<file path="src/rtl/hazard_tracker.sv">
// D-stage hazard tracker: tracks E/M/W producers with decrementing Tnew counters, drives stall/flush and forward selects.
// Zero output latency (all outputs combinational); stall freezes F/D and bubbles E while M/W keep draining.
module hazard_tracker #(
    parameter logic [3:0] T_NONE = 4'd15,
    parameter int          AW     = 5
) (
    input  logic          clk,
    input  logic          reset,
    input  logic [AW-1:0] rs_d,
    input  logic [AW-1:0] rt_d,
    input  logic [3:0]    tuse_rs_d,
    input  logic [3:0]    tuse_rt_d,
    input  logic [3:0]    tnew_d,
    input  logic          wr_d,
    input  logic [AW-1:0] a3_d,
    input  logic          ext_stall,
    output logic          stall,
    output logic          flush_e,
    output logic [1:0]    fwd_rs_d,
    output logic [1:0]    fwd_rt_d,
    output logic [1:0]    fwd_rs_e,
    output logic [1:0]    fwd_rt_e,
    output logic          fwd_rt_m
);

    logic [AW-1:0] a3_e, rs_e, rt_e, a3_m, rt_m, a3_w;
    logic [3:0]    tnew_e, tnew_m, tnew_w;
    logic          hazard_rs, hazard_rt;

    function automatic logic [3:0] dec(input logic [3:0] x);
        return (x == 4'd0 || x == T_NONE) ? 4'd0 : x - 4'd1;
    endfunction

    function automatic logic match(input logic [AW-1:0] a3, input logic [AW-1:0] r);
        return (r != '0) && (a3 == r);
    endfunction

    function automatic logic raw(input logic [AW-1:0] r, input logic [3:0] tuse,
                                 input logic [AW-1:0] a3e, input logic [3:0] te,
                                 input logic [AW-1:0] a3m, input logic [3:0] tm);
        return (tuse != T_NONE) &&
               ((match(a3e, r) && (te > tuse)) || (match(a3m, r) && (tm > tuse)));
    endfunction

    // Nearest matching stage wins; a match whose result is not ready yet selects nothing.
    function automatic logic [1:0] sel_d(input logic [AW-1:0] r,
                                         input logic [AW-1:0] a3e, input logic [3:0] te,
                                         input logic [AW-1:0] a3m, input logic [3:0] tm,
                                         input logic [AW-1:0] a3w, input logic [3:0] tw);
        logic [1:0] s;
        s = 2'd0;
        if (match(a3e, r))      s = (te == 4'd0) ? 2'd1 : 2'd0;
        else if (match(a3m, r)) s = (tm == 4'd0) ? 2'd2 : 2'd0;
        else if (match(a3w, r)) s = (tw == 4'd0) ? 2'd3 : 2'd0;
        return s;
    endfunction

    function automatic logic [1:0] sel_e(input logic [AW-1:0] r,
                                         input logic [AW-1:0] a3m, input logic [3:0] tm,
                                         input logic [AW-1:0] a3w, input logic [3:0] tw);
        logic [1:0] s;
        s = 2'd0;
        if (match(a3m, r))      s = (tm == 4'd0) ? 2'd2 : 2'd0;
        else if (match(a3w, r)) s = (tw == 4'd0) ? 2'd3 : 2'd0;
        return s;
    endfunction

    always_comb begin
        hazard_rs = raw(rs_d, tuse_rs_d, a3_e, tnew_e, a3_m, tnew_m);
        hazard_rt = raw(rt_d, tuse_rt_d, a3_e, tnew_e, a3_m, tnew_m);
        stall     = hazard_rs | hazard_rt | ext_stall;
        flush_e   = stall;
        fwd_rs_d  = sel_d(rs_d, a3_e, tnew_e, a3_m, tnew_m, a3_w, tnew_w);
        fwd_rt_d  = sel_d(rt_d, a3_e, tnew_e, a3_m, tnew_m, a3_w, tnew_w);
        fwd_rs_e  = sel_e(rs_e, a3_m, tnew_m, a3_w, tnew_w);
        fwd_rt_e  = sel_e(rt_e, a3_m, tnew_m, a3_w, tnew_w);
        fwd_rt_m  = match(a3_w, rt_m) && (tnew_w == 4'd0);
    end

    always_ff @(posedge clk) begin
        if (reset) begin
            a3_e   <= '0;
            tnew_e <= '0;
            rs_e   <= '0;
            rt_e   <= '0;
            a3_m   <= '0;
            tnew_m <= '0;
            rt_m   <= '0;
            a3_w   <= '0;
            tnew_w <= '0;
        end else begin
            if (stall) begin
                a3_e   <= '0;
                tnew_e <= '0;
                rs_e   <= '0;
                rt_e   <= '0;
            end else begin
                a3_e   <= (wr_d && tnew_d != T_NONE) ? a3_d : '0;
                tnew_e <= dec(tnew_d);
                rs_e   <= rs_d;
                rt_e   <= rt_d;
            end
            // M and W drain regardless of stall.
            a3_m   <= a3_e;
            tnew_m <= dec(tnew_e);
            rt_m   <= rt_e;
            a3_w   <= a3_m;
            tnew_w <= dec(tnew_m);
        end
    end

endmodule

</file>
<file path="config.mk">
export PLATFORM = sky130hd
export DESIGN_NAME = hazard_tracker
export DESIGN_NICKNAME = d
export VERILOG_FILES = /design/src/rtl/hazard_tracker.sv
export SDC_FILE = /design/constraint.sdc
export NUM_CORES = 1
export LEC_CHECK = 0
export ABC_CLOCK_PERIOD_IN_PS = 6400
export CORE_UTILIZATION = 58
export CTS_CLUSTER_DIAMETER = 60
export DETAILED_ROUTE_END_ITERATION = 8
export PLACE_DENSITY = 0.85
export SLEW_MARGIN = 20
export SYNTH_ARGS = -nofsm -noshare
export SYNTH_HDL_FRONTEND = slang
export SYNTH_SLANG_ARGS = --single-unit
</file>
<file path="constraint.sdc">
create_clock -name clk -period 6.4 [get_ports clk]
set_clock_uncertainty 0.1 [all_clocks]
set_input_delay 1.28 -clock clk [delete_from_list [all_inputs] [get_ports clk]]
set_output_delay 1.28 -clock clk [all_outputs]
set_load 0.005 [all_outputs]
</file>
## Word-level counts from Yosys, hierarchy flattened

Cells that the tools add are included.

| operators by class | value |
|---|---|
| add/sub/neg operators | 3 |
| reductions and logical operators | 38 |
| order comparisons | 4 |
| multiplexer cells | 13 |
| equal/unequal tests | 17 |
| bitwise gates (word level) | 3 |

Operator list:

| kind | count |
|---|---|
| $eq A5 B5 Y1 | 11 |
| $reduce_bool A5 Y1 | 5 |
| $mux W2 | 12 |
| $logic_and A1 B1 Y1 | 19 |
| $gt A4 B4 Y1 | 4 |
| $logic_not A4 Y1 | 4 |
| $eq A4 B4 Y1 const B | 3 |
| $ne A4 B4 Y1 const B | 3 |
| $sub A4 B1 Y4 const B | 3 |
| $reduce_or A2 Y1 | 3 |
| $reduce_or A3 Y1 | 2 |
| $logic_or A1 B1 Y1 | 5 |
| $or A1 B1 Y1 | 2 |
| $mux W1 | 1 |
| $not A1 Y1 | 1 |

| storage, ports and cells | value |
|---|---|
| bits in registers | 42 |

## Logic depth before layout (Yosys ltp)

Gate-level depths: netlist of the first run.

| depth | value |
|---|---|
| word-level depth | 8 |
| gate-level depth with buffers | 9 |
| depth with buffers taken out | 8 |

## Least setup slack after synthesis of the first run

No wires, ideal clock.

| timing path | value |
|---|---|
| path kind | input -> output |
| start | input port rt_d[1] |
| end | output port fwd_rt_d[1] |
| path buffers | 0 |
| data required time | 5.020 ns |
| slack | 2.347 ns |
| cell stages on the path | 5 |
| arrival time | 2.673 ns |
| path through | or4_4 > nor2_4 > nor4_2 > or4_1 > a21oi_1 |

| between the ends | value |
|---|---|
| cells in the longest elaborated chain, start to end | 5 |
| elaborated cells between the ends (all ways) | 10 |
| classes of those cells | 3 x eq/ne; 3 x mux; 4 x reduce/logical |

Ends and longest elaborated chain:

| element | RTL line | text |
|---|---|---|
| start: declaration | 10 | `input logic [AW-1:0] rt_d,` |
| $eq A5 B5 Y1 or $reduce_bool A5 Y1 (tied branches) | 35 | `return (r != '0) && (a3 == r);` |
| $logic_and A1 B1 Y1 | 35 |  |
| $mux W2 | 54 | `else if (match(a3w, r)) s = (tw == 4'd0) ? 2'd3 : 2'd0;` |
| $mux W2 | 53 | `else if (match(a3m, r)) s = (tm == 4'd0) ? 2'd2 : 2'd0;` |
| $mux W2 (*) | 52 | `if (match(a3e, r)) s = (te == 4'd0) ? 2'd1 : 2'd0;` |
| end: declaration | 20 | `output logic [1:0] fwd_rt_d,` |

Every way passes the cells marked *; elsewhere a longest branch is shown, timed or not.

## Final worst setup path of the first run

| timing path | value |
|---|---|
| start | input port rs_d[1] |
| end | output port fwd_rs_d[1] |

| between the ends | value |
|---|---|
| cells in the longest elaborated chain, start to end | 5 |
| elaborated cells between the ends (all ways) | 10 |
| classes of those cells | 3 x eq/ne; 3 x mux; 4 x reduce/logical |

Ends and longest elaborated chain:

| element | RTL line | text |
|---|---|---|
| start: declaration | 9 | `input logic [AW-1:0] rs_d,` |
| $eq A5 B5 Y1 or $reduce_bool A5 Y1 (tied branches) | 35 |  |
| $logic_and A1 B1 Y1 | 35 |  |
| $mux W2 | 54 |  |
| $mux W2 | 53 |  |
| $mux W2 (*) | 52 |  |
| end: declaration | 19 | `output logic [1:0] fwd_rs_d,` |

Marked as above.

==> results.rst, run 1 <==
.. list-table::
   :header-rows: 1

   * - Metric
     - Value
   * - Status
     - completed
   * - Buffer type at the clock tree root
     - sky130_fd_sc_hd__clkbuf_8
   * - Count of endpoints failing hold in the final timing report
     - 0
   * - Number of hold buffers added after cts
     - 0
   * - Cell repeated most along the worst path
     - sky130_fd_sc_hd__clkdlybuf4s50_1
   * - Global placer's final weighted congestion
     - 0.930
   * - Worst Hold End
     - tnew_w[0]
   * - Vias per Instance
     - 5.47
   * - Crit path DAT
     - 3.87 ns
   * - First drt pass iteration count
     - 4
   * - Share of post-route cells with drive strength above 1
     - 9.52%
   * - Area of the placeable core
     - 4410 um2
   * - Quantity of gates resized following cts
     - 0
   * - Peak clock frequency supported by timing
     - 0.191 GHz
   * - DRC marker count from the first detailed-route iteration
     - 125
   * - Post-synthesis async set-or-reset flop share
     - 0%
   * - Clock sink total
     - 42
   * - Element type at the critical path end
     - output port
   * - Final instance area
     - 3140 um2
   * - Effective utilization at floorplan
     - 61.1%
   * - Via count of the first global-routing pass
     - 2172
   * - Measured slew at the worst slew-check pin
     - 0.806 ns
   * - EDFF count, synth
     - 0
   * - Area of the die
     - 4930 um2
   * - Startpoint of the worst hold path
     - tnew_m[0]
   * - Hold Path Depth
     - 1
   * - Number of library cell types mapped by synthesis
     - 39
   * - Final count of negative-setup-slack endpoints
     - 0
   * - Peak supply drop
     - 125 uV
   * - Worst slew margin
     - 46.2%
   * - Clock tree from TritonCTS
     - yes
   * - Worst-Skew Late Latency
     - 0.31 ns
   * - Period Utilization, post-route
     - 82.0%
   * - Leakage power
     - 1.29 nW
   * - Number of synthesized register bits
     - 42
   * - Setup repair after global routing missed its margin
     - no
   * - Post-route minimum period
     - 5.25 ns
   * - IO buf count
     - 41
   * - Post-synth top area share
     - 31.2%
   * - Maximum fanout along the worst path
     - 5
   * - Dominant cell type by area after synthesis
     - sky130_fd_sc_hd__dfxtp_1
   * - Stage delay of the slowest cell on the critical path
     - 0.60 ns
   * - Worst-path cell with the longest stage delay
     - sky130_fd_sc_hd__or4_4
   * - Antenna diodes
     - 0
   * - Final cell utilization of the core
     - 71.2%
   * - CTS clk-pin slew, worst paths
     - 0.08 ns
   * - Required time at the worst-slack endpoint
     - 5.02 ns
   * - Number of nets in the layout
     - 388
   * - Worst hold-check slack
     - 0.378 ns
   * - Synthesized area per cell
     - 8.93 um2
   * - Number of buffers on the longest clock path
     - 2
   * - Worst reg-to-reg setup slack
     - 3.98 ns
   * - Number of cells on the worst reg-to-reg path
     - 7
   * - Average routed wire per standard cell
     - 15.0 um
   * - Critical Setup Path Class
     - input pin to output port
   * - Commonest register cell after synthesis
     - sky130_fd_sc_hd__dfxtp_1
   * - Die height
     - 70.2 um
   * - H-Tree Depth
     - 2
   * - Critical register-to-register path startpoint
     - tnew_m[1]
   * - DRC violation count after routing
     - 0
   * - Top cell family by delay on the critical path
     - simple AND/OR/NAND/NOR gates
   * - Worst min-delay path category
     - register to register
   * - Sum of buffers and inverters on the critical path
     - 2
   * - Cell count after synthesis
     - 302
   * - Post-place instance area
     - 3050 um2
   * - Overflow after GRT
     - 0
   * - Number of rows in the core area
     - 24
   * - Max-cap violations
     - 0
   * - Number of vias after detailed routing
     - 2122
   * - Area added between synthesis and finish
     - 16.5%
   * - Commonest non-fill, non-tap cells in the layout
     - 44 x sky130_fd_sc_hd__xnor2_1, 42 x sky130_fd_sc_hd__dfxtp_1, 41 x sky130_fd_sc_hd__clkdlybuf4s50_1, 29 x sky130_fd_sc_hd__inv_1, 22 x sky130_fd_sc_hd__ha_1
   * - Largest net degree at the start of global routing
     - 20
   * - Cells along the critical path
     - clkdlybuf4s50_1, or4_4, nor2_4, nor4_2, or4_1, a21oi_1, clkdlybuf4s50_1
   * - Overall Power
     - 607 uW
   * - Global-route wire length before repair
     - 9840 um
   * - Commonest non-fill, non-tap cell in the layout
     - sky130_fd_sc_hd__xnor2_1
   * - Number of antenna violations at the first check in global routing
     - 0
   * - Synthesized Nets
     - 355
   * - Post-CTS setup buffer count
     - 0
   * - R2R Path End
     - tnew_e[3]
   * - Final wirelength
     - 5830 um
   * - X dimension of the die
     - 70.2 um
   * - Count of cell instances traversed by the critical path
     - 7
   * - Power density over the cells
     - 193 nW/um2
   * - Type of element launching the critical path
     - input pin
   * - Share of the yosys chip area belonging to registers
     - 31.2%
   * - Overall routing resource usage
     - 25.8%
   * - Largest cells by area after synthesis
     - sky130_fd_sc_hd__dfxtp_1 31%, sky130_fd_sc_hd__xnor2_1 14%, sky130_fd_sc_hd__ha_1 10%, sky130_fd_sc_hd__xor2_1 5.2%, sky130_fd_sc_hd__inv_1 4.0%
   * - Setup TNS
     - 0 ns
   * - TritonCTS Buffers
     - 5
   * - Count of boundary I/O pins
     - 42
   * - Final Slew Violations
     - 0
   * - Post-route ant nets
     - 0
   * - DPL Wire Length
     - 4610 um
   * - Ys Warns
     - 0
   * - Netlist area before placement
     - 2700 um2
-- power by group --
group | total, mW | switching (mW) | leakage (nW) | internal (mW)
sequential | 0.288 | 0.0145 | 0.343 | 0.274
clock | 0.175 | 0.0981 | 0.0441 | 0.0766
combinational | 0.144 | 0.0698 | 0.908 | 0.0739
total | 0.607 | 0.182 | 1.29 | 0.424
-- flip-flops by register name (all words and copies together), names as in the netlist --
name,cells
tnew_m,4
tnew_e,4
rs_e,5
rt_m,5
a3_w,5
tnew_w,4
a3_e,5
rt_e,5
a3_m,5
-- per-stage QoR --
stage / worst slack, ns / cells
floorplan: 2.35 / 302
global placement: 1.20 / 380
detailed placement: 1.16 / 380
CTS: 1.16 / 388
global route: 1.07 / 388
finish: 1.15 / 388
-- logic make-up (layout without fill, tap and decap cells) --
kind of cell | Yosys count | count (layout) | synth area share, %
compound gates | 24 | 24 | 5.98
xor+xnor | 60 | 60 | 19.5
fa+ha+maj | 22 | 22 | 10.2
buf+inv | 44 | 78 | 8.77
flops | 42 | 42 | 31.2
simple gates | 110 | 110 | 24.4
-- per-layer routing --
metal | routed length (um) | up-vias | track usage [%]
met3 | 215 | 15 | 4.62
met5 | 0 | - | 0
met2 | 2900 | 47 | 45.3
li1 | - | 1070 | -
met1 | 2580 | 990 | 31.1
met4 | 138 | 0 | 9.78
-- synthesized netlist by cell type (all sizes together) (2+ instances only) --
library cell   n
xnor2         44
dfxtp         42
inv           29
nor2          25
ha            22
nor2b         17
xor2          16
nor3          15
nand2         13
nand3         12
a21oi         11
clkbuf        11
nand4          9
nor4           8
or4            5
o21ai          4
buf            2
bufbuf         2
nand3b         2
o211ai         2
-- how the worst max path moves through the flow --
stage                       start          end
after CTS                 rt_d[1]  fwd_rt_d[1]
after floorplan           rt_d[1]  fwd_rt_d[1]
final                     rs_d[1]  fwd_rs_d[1]
after global placement    rt_d[1]  fwd_rt_d[1]
after global routing      rt_d[1]  fwd_rt_d[0]
after detailed placement  rt_d[1]  fwd_rt_d[1]
-- cell type report --
cell class,count,area (um2)
tap,52,65.1
inverter,29,109
clock inverter,3,21.3
timing repair buffer,41,410
clock buffer,5,68.8
multi-input combinational,216,1630
fill,357,1270
sequential,42,841
No activity file was read; power rests on OpenSTA's default activity.
==> run 2: changes to the inputs <==
ABC_CLOCK_PERIOD_IN_PS = 4600   (was 6400)
CORE_UTILIZATION = 49   (was 58)
PLACE_DENSITY = 0.77   (was 0.85)
clock period = 4.6 ns   (was 6.4 ns; I/O delays follow)
==> run 2 against run 1 <==
Net effect: design area is 3.9% higher; sequential share of layout area is 1.0 points lower; critical path type unchanged; die area is 18% higher; clock power is 69% higher; routed wire length is 1.9% lower; highest routed layer unchanged; worst hold slack better by 0.0012 ns; largest power group unchanged; via count hardly changed; largest cell class unchanged; clock-buffer cell count stayed put; core utilization is 8.5 points lower.
==> results.rst, run 2 (synthesis results as in run 1) <==
.. list-table::
   :header-rows: 1

   * - Metric
     - Value
   * - Status
     - completed
   * - Effective utilization at floorplan
     - 51.8% (-9.3 points)
   * - Stage delay of the slowest cell on the critical path
     - 0.58 ns (-0.02 ns)
   * - Required time at the worst-slack endpoint
     - 3.58 ns (-1.44 ns)
   * - Met1 Usage GRT
     - 26.3% (-4.8 points)
   * - Post-placement cell count
     - 409 (+7.6%)
   * - Critical Setup Path Class
     - input pin to output port
   * - CTS clk-pin slew, worst paths
     - 0.08 ns (about the same)
   * - Cells along the critical path
     - clkdlybuf4s50_1, or4_4, nor2_4, nor4_2, or4_1, a21oi_1, clkdlybuf4s50_1
   * - Area added between synthesis and finish
     - 21.0%
   * - Commonest non-fill, non-tap cell in the layout
     - sky130_fd_sc_hd__xnor2_1
   * - Post-CTS setup buffer count
     - 0 (unchanged)
   * - Period Utilization, post-route
     - 95.0%
   * - Maximum fanout along the worst path
     - 3 (-2)
   * - Worst slew margin
     - 50.0% (+3.8 points)
   * - Setup TNS
     - 0 ns (unchanged)
   * - Post-route ant nets
     - 0 (unchanged)
   * - Type of element launching the critical path
     - input pin
   * - Worst-path cell with the longest stage delay
     - sky130_fd_sc_hd__or4_1
   * - Global placer's final weighted congestion
     - 0.928 (-0.23%)
   * - Area of the die
     - 5810 um2 (+18%)
   * - Cell repeated most along the worst path
     - sky130_fd_sc_hd__clkdlybuf4s50_1
   * - Global Route met3 Usage
     - 3.59% (-1.0 points)
   * - Count of boundary I/O pins
     - 42 (unchanged)
   * - Global-route wire length before repair
     - 9870 um (+0.28%)
   * - Setup repair after global routing missed its margin
     - no
   * - Area of the multi-input gates
     - 1620 um2 (-0.38%)
   * - Die height
     - 76.2 um (+8.5%)
   * - Post-route minimum period
     - 4.37 ns
   * - Number of rows in the core area
     - 26 (+8.3%)
   * - Element type at the critical path end
     - output port
   * - Leakage power
     - 1.36 nW (+5.1%)
   * - H-Tree Depth
     - 2 (unchanged)
   * - Overall routing resource usage
     - 21.8% (-3.9 points)
   * - Clock sink total
     - 42 (unchanged)
   * - Peak clock frequency supported by timing
     - 0.229 GHz
   * - Largest net degree at the start of global routing
     - 20 (unchanged)
   * - Antenna diodes
     - 0 (unchanged)
   * - Number of buffers on the longest clock path
     - 2 (unchanged)
   * - Number of hold buffers added after cts
     - 0 (unchanged)
   * - Met2 global-route usage
     - 39.2% (-6.1 points)
   * - Final count of negative-setup-slack endpoints
     - 0 (unchanged)
   * - Number of nets in the layout
     - 399 (+2.8%)
   * - X dimension of the die
     - 76.2 um (+8.5%)
   * - Peak supply drop
     - 188 uV (+51%)
   * - Sum of buffers and inverters on the critical path
     - 2 (unchanged)
   * - Number of antenna violations at the first check in global routing
     - 0 (unchanged)
   * - DRC violation count after routing
     - 0 (unchanged)
   * - Power density over the cells
     - 277 nW/um2 (+44%)
   * - Commonest non-fill, non-tap cells in the layout
     - 44 x sky130_fd_sc_hd__xnor2_1, 42 x sky130_fd_sc_hd__dfxtp_1, 41 x sky130_fd_sc_hd__clkdlybuf4s50_1, 29 x sky130_fd_sc_hd__inv_1, 22 x sky130_fd_sc_hd__ha_1
   * - Number of vias after detailed routing
     - 2120 (-0.094%)
   * - Average routed wire per standard cell
     - 13.7 um (-8.7%)
   * - IO buf count
     - 41 (unchanged)
   * - Number of non-filler instances in the completed layout
     - 417 (+7.5%)
   * - Max-cap violations
     - 0 (unchanged)
   * - Measured slew at the worst slew-check pin
     - 0.748 ns (-0.0578 ns)
   * - First drt pass iteration count
     - 4 (unchanged)
   * - Overflow after GRT
     - 0 (unchanged)
   * - TritonCTS Buffers
     - 5 (unchanged)
   * - Final cell utilization of the core
     - 62.7% (-8.5 points)
   * - DPL Wire Length
     - 4560 um (-1.1%)
   * - Share of post-route cells with drive strength above 1
     - 12.1% (+2.6 points)
   * - Buffer type at the clock tree root
     - sky130_fd_sc_hd__clkbuf_8
   * - Final wirelength
     - 5720 um (-1.9%)
   * - Count of endpoints failing hold in the final timing report
     - 0 (unchanged)
   * - Peak-usage layer in the global routing report
     - met2
   * - Worst min-delay path category
     - register to register
   * - Via count of the first global-routing pass
     - 2091 (-3.7%)
   * - Top cell family by delay on the critical path
     - simple AND/OR/NAND/NOR gates
   * - Quantity of gates resized following cts
     - 0 (unchanged)
   * - Worst-Skew Late Latency
     - 0.30 ns (about the same)
   * - Worst reg-to-reg setup slack
     - 2.18 ns (-1.80 ns)
   * - Area of the placeable core
     - 5200 um2 (+18%)
   * - DRC marker count from the first detailed-route iteration
     - 74 (-41%)
   * - Vias per Instance
     - 5.08 (-7.0%)
   * - Filler cells
     - 458 (+28%)
   * - Crit path DAT
     - 3.35 ns (-0.52 ns)
   * - Final Slew Violations
     - 0 (unchanged)
   * - Sequential cell area
     - 841 um2 (unchanged)
   * - Clock tree from TritonCTS
     - yes
==> run 2: path summary, 6_finish.rpt <==
kind	cells past startpoint	start	endpoint
min reg2reg	1	tnew_m[0]	tnew_w[0]
min	1	tnew_m[0]	tnew_w[0]
max reg2reg	7	tnew_m[1]	tnew_e[1]
max	7	rt_d[1]	fwd_rt_d[1]
==> run 2: where the power goes <==
part / internal [mW] / switching (mW)
logic: 0.112 / 0.0966
clock network: 0.163 / 0.133
registers: 0.381 / 0.0191
==> run 2: per-stage QoR <==
| step | total power [mW] | hold slack [ns] | worst slack (ns) | cell area, um2 |
|---|---|---|---|---|
| after floorplan | 0.527 | 0.329 | 1.27 | 2700 |
| after global placement | 0.613 | 0.352 | 0.244 | 3150 |
| after detailed placement | 0.618 | 0.360 | 0.220 | 3150 |
| after CTS | 0.911 | 0.380 | 0.219 | 3260 |
| after global routing | 0.949 | 0.400 | 0.114 | 3260 |
| final | 0.905 | 0.379 | 0.232 | 3260 |
==> run 2: per-layer routing <==
layer | part of all wire (%) | up-vias
met5 | 0 | -
li1 | - | 1093
met4 | 1.5 | 0
met1 | 45 | 982
met3 | 3.2 | 7
met2 | 50 | 38
==> run 2: area by class of cell <==
cell class,count,share of cell area [%]
Tap cell,70,2.68
Sequential cell,42,25.8
Clock buffer,5,2.11
Inverter,29,3.34
Clock inverter,3,1.34
Timing Repair Buffer,52,15.1
Multi-Input combinational cell,216,49.7
==> run 3: changes to the inputs <==
ABC_AREA = 1   (was not set)
GPL_TIMING_DRIVEN = 0   (was not set)
==> run 3 against run 2 <==
Net effect: design area decreased by 0.19%; area after synthesis decreased by 0.93%; synthesized cell count increased by 29%; clock power decreased by 3%; worst setup slack improved by 0.22 ns; sequential share of layout area about the same; register-to-register slack improved by 0.61 ns; clock-buffer cell count increased by 2; via count increased by 25%.
==> results.rst, run 3 <==
.. list-table::
   :header-rows: 1

   * - Metric
     - Value
   * - Final Slew Violations
     - 0 (unchanged)
   * - Clock sink total
     - 42 (unchanged)
   * - Main combinational cell family by area after synthesis
     - simple AND/OR/NAND/NOR gates
   * - Simple-gate portion of the synthesized area
     - 30.4% (+6.0 points)
   * - Setup repair after global routing missed its margin
     - no
   * - Area of the die
     - 5750 um2 (-0.90%)
   * - Post-synth top area share
     - 31.5% (+0.29 points)
   * - Area of the placeable core
     - 5170 um2 (-0.62%)
   * - Leakage power
     - 1.54 nW (+13%)
   * - Global placer's final weighted congestion
     - 0.932 (+0.40%)
   * - Internal
     - 639 uW (-2.6%)
   * - Average routed wire per standard cell
     - 12.8 um (-6.8%)
   * - Worst Setup SP
     - tuse_rt_d[3]
   * - Share of power burned in combinational logic
     - 22.9% (-0.2 points)
   * - Worst slew margin
     - 64.1% (+14 points)
   * - Share of the yosys chip area belonging to registers
     - 31.5% (+0.29 points)
   * - Vias per Instance
     - 5.20 (+2.3%)
   * - Peak clock frequency supported by timing
     - 0.241 GHz (+5.3%)
   * - Count of endpoints failing hold in the final timing report
     - 0 (unchanged)
   * - Largest cells by area after synthesis
     - sky130_fd_sc_hd__dfxtp_1 31%, sky130_fd_sc_hd__nand2_1 11%, sky130_fd_sc_hd__ha_1 10%, sky130_fd_sc_hd__inv_1 9.3%, sky130_fd_sc_hd__nor2_1 9.1%
   * - Type of element launching the critical path
     - input pin
   * - Commonest register cell after synthesis
     - sky130_fd_sc_hd__dfxtp_1
   * - Overall Power
     - 886 uW (-2.1%)
   * - Number of cells on the worst reg-to-reg path
     - 10 (+3)
   * - Number of antenna violations at the first check in global routing
     - 0 (unchanged)
   * - Number of synthesized register bits
     - 42 (unchanged)
   * - Worst min-delay path category
     - register to register
   * - Xor-xnor portion of the synthesized cell area
     - 7.21% (-12 points)
   * - Maximum fanout along the worst path
     - 4 (+1)
   * - Period Utilization, post-route
     - 90.2% (-4.7 points)
   * - Commonest non-fill, non-tap cells in the layout
     - 80 x sky130_fd_sc_hd__nand2_1, 66 x sky130_fd_sc_hd__inv_1, 65 x sky130_fd_sc_hd__nor2_1, 42 x sky130_fd_sc_hd__dfxtp_1, 39 x sky130_fd_sc_hd__clkdlybuf4s50_1
   * - First drt pass iteration count
     - 5 (+1)
   * - Relative contribution of sequential cells to total power
     - 44.8% (+0.6 points)
   * - Power density over the cells
     - 272 nW/um2 (-1.9%)
   * - Overflow after GRT
     - 0 (unchanged)
   * - TritonCTS Buffers
     - 5 (unchanged)
   * - EDFF count, synth
     - 0 (unchanged)
   * - Post-route worst setup slack
     - 0.450 ns (+0.218 ns)
   * - Quantity of gates resized following cts
     - 0 (unchanged)
   * - Dominant cell type by area after synthesis
     - sky130_fd_sc_hd__dfxtp_1
   * - Synthesized Nets
     - 444 (+25%)
   * - Final wirelength
     - 6490 um (+14%)
   * - Share of post-route cells with drive strength above 1
     - 4.34% (-7.8 points)
   * - Ys Warns
     - 0 (unchanged)
   * - Most repeated cell in the gate-level netlist after synthesis
     - sky130_fd_sc_hd__nand2_1
   * - Post-synthesis async set-or-reset flop share
     - 0% (unchanged)
   * - Post-route ant nets
     - 0 (unchanged)
   * - Post-CTS setup buffer count
     - 0 (unchanged)
   * - Buffer type at the clock tree root
     - sky130_fd_sc_hd__clkbuf_8
   * - Area added between synthesis and finish
     - 21.9%
   * - DPL Wire Length
     - 5240 um (+15%)
   * - Synthesized area per cell
     - 6.84 um2 (-23%)
   * - Largest net degree at the start of global routing
     - 13 (-35%)
   * - X dimension of the die
     - 75.9 um (-0.45%)
   * - Effective utilization at floorplan
     - 51.7% (-0.16 points)
   * - CTS clk-pin slew, worst paths
     - 0.07 ns (about the same)
   * - Clock tree from TritonCTS
     - yes
   * - Netlist area before placement
     - 2670 um2 (-0.93%)
   * - Worst-Skew Late Latency
     - 0.29 ns (about the same)
   * - Final count of negative-setup-slack endpoints
     - 0 (unchanged)
   * - Required time at the worst-slack endpoint
     - 3.58 ns (about the same)
   * - Number of library cell types mapped by synthesis
     - 29 (-26%)
   * - Number of vias after detailed routing
     - 2641 (+25%)
   * - Post-place instance area
     - 3150 um2 (unchanged)
   * - Final instance area
     - 3260 um2 (-0.19%)
   * - Status
     - completed
   * - H-Tree Depth
     - 2 (unchanged)
   * - Crit path DAT
     - 3.13 ns (-0.22 ns)
   * - Area share of fa/ha/maj cells after synthesis
     - 10.3% (+0.096 points)
   * - Worst Hold End
     - tnew_w[0]
   * - IO buf count
     - 39 (-4.9%)
   * - Number of nets in the layout
     - 490 (+23%)
   * - Cell count after synthesis
     - 391 (+29%)
   * - R2R Path End
     - rt_e[0]
   * - Critical Setup Path Class
     - input pin to output port
   * - Measured slew at the worst slew-check pin
     - 0.538 ns (-0.210 ns)
   * - Compound-cell area share of the yosys netlist
     - 10.2% (+4.2 points)
   * - Leading post-synthesis cells by instance count
     - 80 x sky130_fd_sc_hd__nand2_1, 66 x sky130_fd_sc_hd__inv_1, 65 x sky130_fd_sc_hd__nor2_1
   * - Via count of the first global-routing pass
     - 2439 (+17%)
   * - Global-route wire length before repair
     - 10900 um (+10%)
   * - Overall routing resource usage
     - 25.4% (+3.5 points)
   * - Die height
     - 75.9 um (-0.45%)
   * - Relative contribution of the clock network to total power
     - 32.3% (-0.4 points)
   * - Max-cap violations
     - 0 (unchanged)
   * - Setup TNS
     - 0 ns (unchanged)
   * - Peak supply drop
     - 178 uV (-5.7%)
   * - Worst reg-to-reg setup slack
     - 2.79 ns (+0.61 ns)
   * - Switching share of power
     - 27.9% (+0.42 points)
   * - DRC marker count from the first detailed-route iteration
     - 193 (+160%)
   * - Count of boundary I/O pins
     - 42 (unchanged)
   * - Post-route minimum period
     - 4.15 ns (-0.218 ns)
   * - Antenna diodes
     - 0 (unchanged)
   * - Element type at the critical path end
     - output port
   * - Hold Path Depth
     - 1 (unchanged)
   * - Startpoint of the worst hold path
     - tnew_m[0]
   * - Fraction of synthesized area in multiplexers
     - 0% (unchanged)
   * - Number of buffers on the longest clock path
     - 2 (unchanged)
   * - Worst setup timing slack at the placement stage
     - 0.450 ns (+0.231 ns)
   * - Psw
     - 247 uW (-0.56%)
   * - Commonest non-fill, non-tap cell in the layout
     - sky130_fd_sc_hd__nand2_1
   * - Critical register-to-register path startpoint
     - tnew_e[3]
   * - Number of hold buffers added after cts
     - 0 (unchanged)
   * - Number of rows in the core area
     - 26 (unchanged)
   * - DRC violation count after routing
     - 0 (unchanged)
-- run 3: cell count changes after synthesis, sizes merged, moves of 5 or more --
cell,previous run,this run
xor2,16,11
xnor2,44,11
nor2,25,65
nand3,12,17
o22ai,0,16
nor2b,17,0
nor3,15,7
or4,5,0
o21ai,4,10
inv,29,67
nand2,13,81
clkbuf,11,3
-- run 3: worst max-delay path by stage --
stage	endpoint	slack (ns)	cells after the start
floorplan	stall	1.55	11
global placement	stall	0.50	12
detailed placement	stall	0.45	12
CTS	stall	0.44	12
global route	stall	0.29	12
finish	stall	0.45	12
-- run 3: critical path, stage by stage --
cell and delay (ns):
sky130_fd_sc_hd__clkdlybuf4s50_1 0.48, sky130_fd_sc_hd__inv_1 0.07, sky130_fd_sc_hd__ha_1 0.29, sky130_fd_sc_hd__nand2_1 0.07, sky130_fd_sc_hd__o21bai_1 0.15, sky130_fd_sc_hd__a21oi_1 0.17, sky130_fd_sc_hd__nand2_1 0.07, sky130_fd_sc_hd__nand2_1 0.08
sky130_fd_sc_hd__nand2_2 0.11, sky130_fd_sc_hd__nand2_1 0.12, sky130_fd_sc_hd__buf_4 0.11, sky130_fd_sc_hd__clkdlybuf4s50_1 0.49
-- run 3: cells by family after synthesis --
kind of cell | count (synthesis)
DFF | 42
buffers and inverters | 73
AOI/OAI and AO/OA | 44
and+or+nand+nor | 188
xor gates and xnor gates | 22
adders and majority gates | 22
-- run 3: cell type report --
cell class / count / area, um2
Tap cell: 70 / 87.6
Clock inverter: 1 / 30.0
Clock buffer: 7 / 76.3
Fill cell: 461 / 1920
Timing Repair Buffer: 39 / 390
Multi-Input combinational cell: 276 / 1550
Buffer: 6 / 28.8
Sequential cell: 42 / 841
Inverter: 67 / 251
-- run 3: metrics by stage --
step	hold WS [ns]	utilization, %	cells
floorplan	0.317	-	391
global placement	0.339	60.9	500
detailed placement	0.336	60.9	500
CTS	0.356	63.0	508
global route	0.384	63.0	508
finish	0.353	63.0	508
-- run 3: routing by layer --
metal	vias to the layer above	track usage, %	share of wire [%]
met5	-	0	0
met3	14	5.29	7.6
li1	1338	-	-
met4	0	9.05	2.0
met2	111	42.3	47
met1	1178	32.3	44
-- run 3: power groups by stage --
stage	clock network [mW]	registers [mW]	logic, mW
6_report	0.286	0.396	0.203
5_1_grt	0.302	0.398	0.233
4_1_cts	0.289	0.396	0.203
3_5_place_dp	0	0.405	0.202
3_3_place_gp	0	0.404	0.195
2_1_floorplan	0	0.400	0.124
